$ cat src/rtl/parking_day_ctrl_pkg.sv
// ============================================================================
// Module   : parking_pkg
// Purpose  : Shared types and constants for the parking day controller.
// Revision : 1.0 - initial release
// ============================================================================
`default_nettype none

package parking_pkg;

    typedef enum logic [0:0] {
        S_DAY  = 1'b0,
        S_SCAN = 1'b1
    } state_t;

    localparam int NUM_SLOTS = 3;
    localparam int HOUR_W    = 4;
    localparam int ADDR_W    = 3;

    localparam logic [NUM_SLOTS-1:0] FULL_MASK = 3'b111;

    function automatic logic [1:0] popcount3(input logic [NUM_SLOTS-1:0] v);
        return {1'b0, v[0]} + {1'b0, v[1]} + {1'b0, v[2]};
    endfunction

endpackage

`default_nettype wire

$ cat src/rtl/parking_day_ctrl_scan_timer.sv
// ============================================================================
// Module   : scan_timer
// Purpose  : Free-running divider producing one step pulse every SCAN_DIV
//            enabled cycles; used to pace the end-of-day readout address.
// Revision : 1.0 - initial release
// ============================================================================
`default_nettype none

module scan_timer #(
    parameter int SCAN_DIV = 50_000_000
) (
    input  logic clk,
    input  logic rst_n,
    input  logic en,
    input  logic clr,
    output logic step
);

    localparam int              c_CW   = (SCAN_DIV > 1) ? $clog2(SCAN_DIV) : 1;
    localparam logic [c_CW-1:0] c_TERM = c_CW'(SCAN_DIV - 1);

    logic [c_CW-1:0] r_cnt;
    logic            w_term;

    assign w_term = (r_cnt == c_TERM);

    always_ff @(posedge clk or negedge rst_n) begin
        if (!rst_n) begin
            r_cnt <= '0;
        end else if (clr) begin
            r_cnt <= '0;
        end else if (en) begin
            r_cnt <= w_term ? '0 : r_cnt + 1'b1;
        end
    end

    assign step = en & ~clr & w_term;

endmodule

`default_nettype wire

$ cat src/rtl/parking_day_ctrl.sv
// ============================================================================
// Module   : parking_day_ctrl
// Purpose  : Work-day hour sequencer with per-hour car-count RAM, rush-hour
//            detection and end-of-day RAM readout sweep.
// Options  : PARK_EDGE_COUNT_EN - count cars from rising slot-occupancy bits
//            instead of the car_enter pulse.
// Revision : 1.0 - initial release
// ============================================================================
`default_nettype none

module parking_day_ctrl
    import parking_pkg::*;
#(
    parameter int NUM_HOURS = 8,
    parameter int SCAN_DIV  = 50_000_000,
    parameter int CNT_W     = 16
) (
    input  logic                 clk,
    input  logic                 rst_n,
    input  logic [NUM_SLOTS-1:0] parking_status,
    input  logic                 car_enter,
    input  logic                 hour_tick,
    input  logic                 new_day,
    output logic [HOUR_W-1:0]    work_hour,
    output logic                 work_day_expired,
    output logic [HOUR_W-1:0]    rush_start,
    output logic                 rush_start_exist,
    output logic [HOUR_W-1:0]    rush_end,
    output logic                 rush_end_exist,
    output logic [ADDR_W-1:0]    car_track_ram_addr,
    output logic [CNT_W-1:0]     car_track_ram_out
);

    localparam logic [HOUR_W-1:0] c_LAST_HOUR = HOUR_W'(NUM_HOURS - 1);
    localparam logic [ADDR_W-1:0] c_TOP_ADDR  = ADDR_W'(NUM_HOURS - 1);

    state_t              r_state;
    state_t              w_state_nxt;
    logic [HOUR_W-1:0]   r_work_hour;
    logic [HOUR_W-1:0]   r_rush_start;
    logic [HOUR_W-1:0]   r_rush_end;
    logic                r_rs_exist;
    logic                r_re_exist;
    logic [ADDR_W-1:0]   r_addr;
    logic [CNT_W-1:0]    r_ram_out;
    logic [CNT_W-1:0]    r_ram [NUM_HOURS];

    logic                w_day;
    logic                w_last_hour;
    logic                w_enter_scan;
    logic                w_new_day;
    logic                w_step;
    logic [1:0]          w_inc;
    logic [ADDR_W-1:0]   w_idx;
    logic [CNT_W:0]      w_sum;

    assign w_day        = (r_state == S_DAY);
    assign w_last_hour  = (r_work_hour == c_LAST_HOUR);
    assign w_enter_scan = w_day & hour_tick & w_last_hour;
    assign w_new_day    = (r_state == S_SCAN) & new_day;

    always_ff @(posedge clk or negedge rst_n) begin
        if (!rst_n) begin
            r_state <= S_DAY;
        end else begin
            r_state <= w_state_nxt;
        end
    end

    always_comb begin
        w_state_nxt = r_state;
        case (r_state)
            S_DAY:   if (hour_tick && w_last_hour) w_state_nxt = S_SCAN;
            S_SCAN:  if (new_day) w_state_nxt = S_DAY;
            default: w_state_nxt = S_DAY;
        endcase
    end

`ifdef PARK_EDGE_COUNT_EN
    logic [NUM_SLOTS-1:0] r_prev;
    logic                 w_unused_car;

    assign w_unused_car = car_enter;

    // Reload on new_day so slots already occupied at day start are not counted.
    always_ff @(posedge clk or negedge rst_n) begin
        if (!rst_n) begin
            r_prev <= '0;
        end else if (w_day || w_new_day) begin
            r_prev <= parking_status;
        end
    end

    assign w_inc = w_day ? popcount3(parking_status & ~r_prev) : 2'd0;
`else
    assign w_inc = {1'b0, w_day & car_enter};
`endif

    assign w_idx = r_work_hour[ADDR_W-1:0];
    assign w_sum = {1'b0, r_ram[w_idx]} + {{(CNT_W-1){1'b0}}, w_inc};

    always_ff @(posedge clk or negedge rst_n) begin
        if (!rst_n) begin
            for (int i = 0; i < NUM_HOURS; i++) r_ram[i] <= '0;
        end else if (w_new_day) begin
            for (int i = 0; i < NUM_HOURS; i++) r_ram[i] <= '0;
        end else if (w_inc != 2'd0) begin
            r_ram[w_idx] <= w_sum[CNT_W] ? '1 : w_sum[CNT_W-1:0];
        end
    end

    always_ff @(posedge clk or negedge rst_n) begin
        if (!rst_n) begin
            r_work_hour  <= '0;
            r_rush_start <= '0;
            r_rush_end   <= '0;
            r_rs_exist   <= 1'b0;
            r_re_exist   <= 1'b0;
        end else if (w_new_day) begin
            r_work_hour  <= '0;
            r_rush_start <= '0;
            r_rush_end   <= '0;
            r_rs_exist   <= 1'b0;
            r_re_exist   <= 1'b0;
        end else if (w_day) begin
            if (hour_tick && !w_last_hour) r_work_hour <= r_work_hour + 1'b1;
            // End qualifies on the registered start flag, so both never latch together.
            if (parking_status == FULL_MASK && !r_rs_exist) begin
                r_rush_start <= r_work_hour;
                r_rs_exist   <= 1'b1;
            end else if (parking_status == '0 && r_rs_exist && !r_re_exist) begin
                r_rush_end   <= r_work_hour;
                r_re_exist   <= 1'b1;
            end
        end
    end

    scan_timer #(
        .SCAN_DIV (SCAN_DIV)
    ) u_scan_timer (
        .clk   (clk),
        .rst_n (rst_n),
        .en    (r_state == S_SCAN),
        .clr   (w_enter_scan | w_new_day),
        .step  (w_step)
    );

    always_ff @(posedge clk or negedge rst_n) begin
        if (!rst_n) begin
            r_addr <= c_TOP_ADDR;
        end else if (w_enter_scan || w_new_day) begin
            r_addr <= c_TOP_ADDR;
        end else if (w_step) begin
            r_addr <= (r_addr == '0) ? c_TOP_ADDR : r_addr - 1'b1;
        end
    end

    always_ff @(posedge clk or negedge rst_n) begin
        if (!rst_n) begin
            r_ram_out <= '0;
        end else begin
            r_ram_out <= r_ram[r_addr];
        end
    end

    assign work_hour          = r_work_hour;
    assign work_day_expired   = (r_state == S_SCAN);
    assign rush_start         = r_rush_start;
    assign rush_start_exist   = r_rs_exist;
    assign rush_end           = r_rush_end;
    assign rush_end_exist     = r_re_exist;
    assign car_track_ram_addr = r_addr;
    assign car_track_ram_out  = r_ram_out;

endmodule

`default_nettype wire

$ cat config.mk
export PLATFORM = sky130hd
export DESIGN_NAME = parking_day_ctrl
export DESIGN_NICKNAME = d
export VERILOG_FILES = /design/src/rtl/parking_day_ctrl_pkg.sv /design/src/rtl/parking_day_ctrl_scan_timer.sv /design/src/rtl/parking_day_ctrl.sv
export SDC_FILE = /design/constraint.sdc
export NUM_CORES = 1
export LEC_CHECK = 0
export ABC_AREA = 1
export CORE_MARGIN = 1.5
export CORE_UTILIZATION = 38
export CTS_CLUSTER_DIAMETER = 30
export CTS_CLUSTER_SIZE = 24
export DETAILED_ROUTE_END_ITERATION = 10
export SLEW_MARGIN = 5
export SYNTH_ARGS = -nofsm -noshare
export SYNTH_HDL_FRONTEND = slang
export SYNTH_HIERARCHICAL = 1
export SYNTH_SLANG_ARGS = --single-unit
$ cat constraint.sdc
create_clock -name clk -period 3.15 [get_ports clk]
set_input_delay 0.63 -clock clk [delete_from_list [all_inputs] [get_ports clk]]
set_output_delay 0.63 -clock clk [all_outputs]
set_load 0.02 [all_outputs]
==> flow_metrics.tcl, run 1 <==
set metrics [dict create \
    syn_avg_cell_area_um2 7.14 \
    drc 0 \
    grt_pass1_vias 9326 \
    vias_per_cell 5.33 \
    async_flop_share 1.00 \
    post-route-cell-area_um2 12100 \
    wl_per_cell_um 17.9 \
    fin_nets 1533 \
    stdcell_count 1873 \
    synth_seq_cells 188 \
    area_delta_synth_final_pct 16.1 \
    post-place-ws_ns 0.276 \
    synth_enable_flop_cells 0 \
    tightest_slew_ns 1.11 \
    place_hpwl_um 21600 \
    leakage_uw 0.00589 \
    drive_gt1_frac 0.0842 \
    totalWireLength_um 33500 \
    netlist_area_um2 10400 \
    cts_tree "yes" \
    grt_antenna_before_repair 0 \
    design.core.area_um2 26900 \
    rsz0062_at_grt "yes" \
    grt_start_max_net_pins 83 \
    postSynthCellCount 1454 \
    critPathArrivalTime_ns 3.29 \
    post_cts_buffers 0 \
    ff2ff_path_depth 17 \
    initial_core_util 0.386 \
    final_util 0.448 \
    yosysWarnings 6 \
    synth.distinct_cells 39 \
    r2r_setup_slack_ns 0.24 \
    vias 9979 \
    slew_headroom 0.258 \
    maxCapViolations 0 \
    cts_buffer_depth 2 \
    cp_max_fo 8 \
    fill_cells 2755 \
    cts_made_buffers 17 \
    io_pins 42 \
    vdd_drop_max_v 0.000441 \
    setup-violations-final 0 \
    fin_crit_sh 0.924 \
    hold_path.class "in -> async" \
    cp_data_required_time_ns 3.53 \
    grt_usage 0.240 \
    ys.flop_type "dfrtp_1" \
    finalMaxSlewViolations 0 \
    dp_cells 1841 \
    cts-root-buf "clkbuf_16" \
    drt_iter0_markers 956 \
    antenna_left 0 \
    drt_pass1_iterations 6 \
    num_rows 60 \
    clkTransAtPathRegs_ns 0.08 \
    seqCellArea_um2 4710 \
    dpl-instance-area_um2 11400 \
    insertion_delay_ns 0.45 \
    timing.fmax_mhz 344 \
    clock_skew_ns 0.0179 \
    hold_viol_final 0 \
    path_class "reg -> reg" \
    die-area_um2 28300 \
    cp-end-kind "flop" \
    cp-start-kind "flop" \
    power.density_nw_per_um2 847 \
    die_h_um 168 \
    multiInputGateArea_um2 4820 \
    status "completed" \
    cts.sinks 188 \
    portBuffers 41 \
    seq_area_frac_synth 0.453 \
    place_congestion 0.902 \
    fin_crit_ns 2.91 \
    grt.overflow.total 0 \
    h-tree-depth 4 \
    synth_nets 1468 \
    diodes 0 \
    chipWidth_um 168 \
    grt_pass1_wl_um 52000 \
    fin_ws_ns 0.239 \
]
==> per-stage QoR <==
stage / total power, uW / hold slack [ns] / TNS [ns]
final: 10200 / 0.230 / 0
after global placement: 7850 / 0.465 / 0
after floorplan: 6130 / 0.334 / 0
after global routing: 10800 / 0.273 / -1.07
after detailed placement: 7900 / 0.465 / 0
after CTS: 10200 / 0.258 / 0
==> critical path, cell delays in order (launching register included) <==
cell       delay, ns
dfrtp_1         0.52
inv_1           0.12
nor2_2          0.12
inv_1           0.06
nor2_1          0.08
inv_1           0.06
o22ai_1         0.10
a21oi_1         0.06
o2111ai_1       0.11
ha_1            0.23
inv_1           0.05
nor2_1          0.13
nand2_1         0.15
nor2_2          0.22
nand3_1         0.25
nand3_1         0.37
nand2_1         0.11
nand2_1         0.08
==> area by class of cell <==
class	instances	area share
Clock inverter	14	0.0140
Multi-Input combinational cell	1054	0.400
Inverter	162	0.0507
Sequential cell	188	0.391
Timing Repair Buffer	96	0.0728
Tap cell	341	0.0354
Clock buffer	18	0.0364
==> layout by cell type, fill, tap and decap left out, types with 15 or more instances in the layout <==
cell | Yosys | routed
inv_1 | 147 | 147
o21ai_0 | 105 | 105
dfrtp_1 | 185 | 183
a21oi_1 | 49 | 49
clkdlybuf4s50_1 | 0 | 40
buf_4 | 5 | 51
o21ai_1 | 15 | 15
nand2_1 | 536 | 536
nand3_1 | 75 | 75
a31oi_1 | 17 | 17
o22ai_1 | 68 | 68
clkbuf_16 | 0 | 17
nor2_1 | 109 | 109
==> per-layer routing <==
metal  GRT usage  routed length [um]
met1       0.317               14300
met2       0.390               15700
met3      0.0425                2380
met4      0.0967                1090
met5           0                   0
==> flip-flops by register name, summed over array words and instances (netlist names), 3 cells and up <==
signal / cells
rush_start: 4
r_ram: 128
rush_end: 4
u_scan_timer/r_cnt: 26
work_hour: 4
car_track_ram_out: 16
car_track_ram_addr: 3
==> cells by family after synthesis <==
kind of cell               share of synthesized area
DFF                                            0.453
xor gates and xnor gates                      0.0135
and+or+nand+nor                                0.298
buffers and inverters                         0.0824
adders and majority gates                    0.00723
AOI/OAI and AO/OA                              0.146
==> worst paths after layout <==
path | from | to
max in group asynchronous | rst_n | car_track_ram_out[3]
worst min register to register | r_ram[125] | r_ram[125]
worst max-delay path | work_hour[1] | r_ram[46]
worst max register to register | work_hour[1] | r_ram[46]
min in group clk | r_ram[125] | r_ram[125]
worst min-delay path | rst_n | r_ram[92]
==> report_power, final <==
| part | internal [uW] | switching, uW |
|---|---|---|
| Combinational | 1520 | 3020 |
| Clock | 1220 | 1060 |
| Sequential | 3030 | 351 |
==> synth_stat cells, types with 13 or more instances <==
cell,n,area (um2)
o22ai_1,68,425
nand3_1,75,375
a21oi_1,49,245
o21ai_1,15,75.1
clkbuf_1,28,105
inv_1,147,552
dfrtp_1,185,4630
o21ai_0,105,526
a31oi_1,17,106
nor2_1,109,409
nand2_1,536,2010
buf_2,13,65.1
==> timing repair <==
action / in CTS / in global routing
endpoints found under the setup margin: 0 / 40
resized for setup: 0 / 1
hold buffers: 0 / 0
endpoints found under the hold margin: 0 / 0
No activity file was read; power rests on OpenSTA's default activity.
==> run 2: changes to the inputs <==
- CORE_UTILIZATION: 38 -> 35
==> flow_metrics.tcl, run 2 (synthesis gave the netlist of run 1 again) <==
set metrics [dict create \
    status "completed" \
    cts_buffer_depth 2 \
    num_rows 62 \
    tightest_slew_ns 1.21 \
    final_common_cell "nand2_1" \
    final_util 0.417 \
    p_sw_uw 4420 \
    drt_pass1_iterations 6 \
    initial_core_util 0.359 \
    antenna_left 0 \
    vias 10000 \
    area_delta_synth_final_pct 16.3 \
    chipWidth_um 175 \
    cp_max_fo 9 \
    drc 0 \
    worstPathCellList "nand2_1, nor2_1, inv_1, o22ai_1, a21oi_1, o2111ai_1, ha_1, inv_1, nor2_1, nand2_1, nor2_2, nand3_1, nand3_1, nand2_1, nand2_1" \
    cts.sinks 188 \
    fill_cells 2992 \
    leakage_uw 0.00587 \
    grt_pass1_vias 9579 \
    grt.overflow.total 0 \
    clkTransAtPathRegs_ns 0.07 \
    hold_path.class "in -> async" \
    h-tree-depth 4 \
    insertion_delay_ns 0.45 \
    post-route-cell-area_um2 12100 \
    cpMostUsedCell "nand2_1" \
    power.density_nw_per_um2 850 \
    cts-root-buf "clkbuf_16" \
    fin_crit_ns 2.98 \
    hold_viol_final 0 \
    timing.fmax_mhz 336 \
    grt_antenna_before_repair 0 \
    die-area_um2 30700 \
    cp_top_family "simple AND/OR/NAND/NOR gates" \
    ctsHoldBuffers 0 \
    slowest_stage "dfrtp_1" \
    grt_pass1_wl_um 53100 \
    crit_path_max_incr_delay_ns 0.58 \
    drive_gt1_frac 0.0793 \
    cts_made_buffers 17 \
    drt_iter0_markers 1074 \
    place_hpwl_um 21600 \
    path_class "reg -> reg" \
    wl_per_cell_um 17.7 \
    maxCapViolations 0 \
    path_buf_inv 2 \
    design.core.area_um2 28900 \
    die_h_um 175 \
    combPwrFrac 0.442 \
    cp-start-kind "flop" \
    share_seq_of_total_power 0.329 \
    mostFrequentLayoutCells "nand2_1, dfrtp_1, inv_1, nor2_1, o21ai_0" \
    rsz0062_at_grt "yes" \
    vdd_drop_max_v 0.000611 \
    grt_usage 0.224 \
    portBuffers 41 \
    slew_headroom 0.190 \
    netSwitchingFraction 0.430 \
    post_cts_buffers 0 \
    regMostFlops "r_ram" \
    largest_reg_flops 128 \
    fin_nets 1527 \
    p_int_uw 5850 \
    cp-end-kind "flop" \
    p_clk_frac 0.229 \
    vias_per_cell 5.26 \
    place_congestion 0.921 \
    finalMaxSlewViolations 0 \
    worstSetupPathDepth 15 \
    io_pins 42 \
    totalWireLength_um 33700 \
    cts_tree "yes" \
    critPathArrivalTime_ns 3.35 \
    clock_skew_ns 0.0157 \
    dpl-instance-area_um2 11500 \
    grt_start_max_net_pins 68 \
    cp_data_required_time_ns 3.52 \
    diodes 0 \
    ff2ff_path_depth 15 \
    setup-violations-final 0 \
    fin_crit_sh 0.945 \
]
-- run 2: worst paths after layout --
kind,from,to,slack (ns)
setup / recovery,work_hour[2],r_ram[61],0.17
hold / removal,rst_n,car_track_ram_out[12],0.17
setup reg to reg,work_hour[2],r_ram[61],0.17
hold reg to reg,r_ram[126],r_ram[126],0.48
max in group asynchronous,rst_n,u_scan_timer/r_cnt[18],2.19
min in group clk,r_ram[126],r_ram[126],0.48
-- run 2: metrics by stage --
step	TNS (ns)	hold slack (ns)	setup slack (ns)	power (uW)	instances
CTS	0	0.188	0.275	10200	1909
finish	0	0.172	0.173	10300	1909
detailed placement	0	0.465	0.258	7880	1878
floorplan	0	0.334	0.483	6130	1454
global placement	0	0.464	0.307	7830	1878
global route	-0.0666	0.210	-0.0217	10900	1909
-- run 2: power by group through the flow --
stage | Combinational, uW | Sequential [uW] | Clock [uW]
finish | 4540 | 3380 | 2350
global route | 4940 | 3450 | 2480
CTS | 4480 | 3370 | 2390
detailed placement | 4460 | 3420 | 0
global placement | 4430 | 3400 | 0
floorplan | 2640 | 3490 | 0
-- run 2: per-layer routing --
| metal | GRT usage | routed length (um) | vias up |
|---|---|---|---|
| met1 | 0.308 | 14700 | 4767 |
| li1 | - | - | 4799 |
| met2 | 0.353 | 15500 | 412 |
| met4 | 0.0826 | 912 | 0 |
| met3 | 0.0387 | 2660 | 66 |
| met5 | 0 | 0 | - |
-- run 2: layout make-up --
type	count	area (um2)	share of cell area
inverter	162	611	0.0506
clock inverter	13	186	0.0154
tap	384	480	0.0398
multi-input combinational	1054	4820	0.400
sequential	188	4710	0.390
timing repair buffer	90	832	0.0689
clock buffer	18	429	0.0356
-- run 2: timing repair --
| action | 4_1_cts | 5_1_grt |
|---|---|---|
| resized for setup | 0 | 1 |
| setup endpoints to repair | 0 | 3 |
| endpoints found under the hold margin | 0 | 0 |
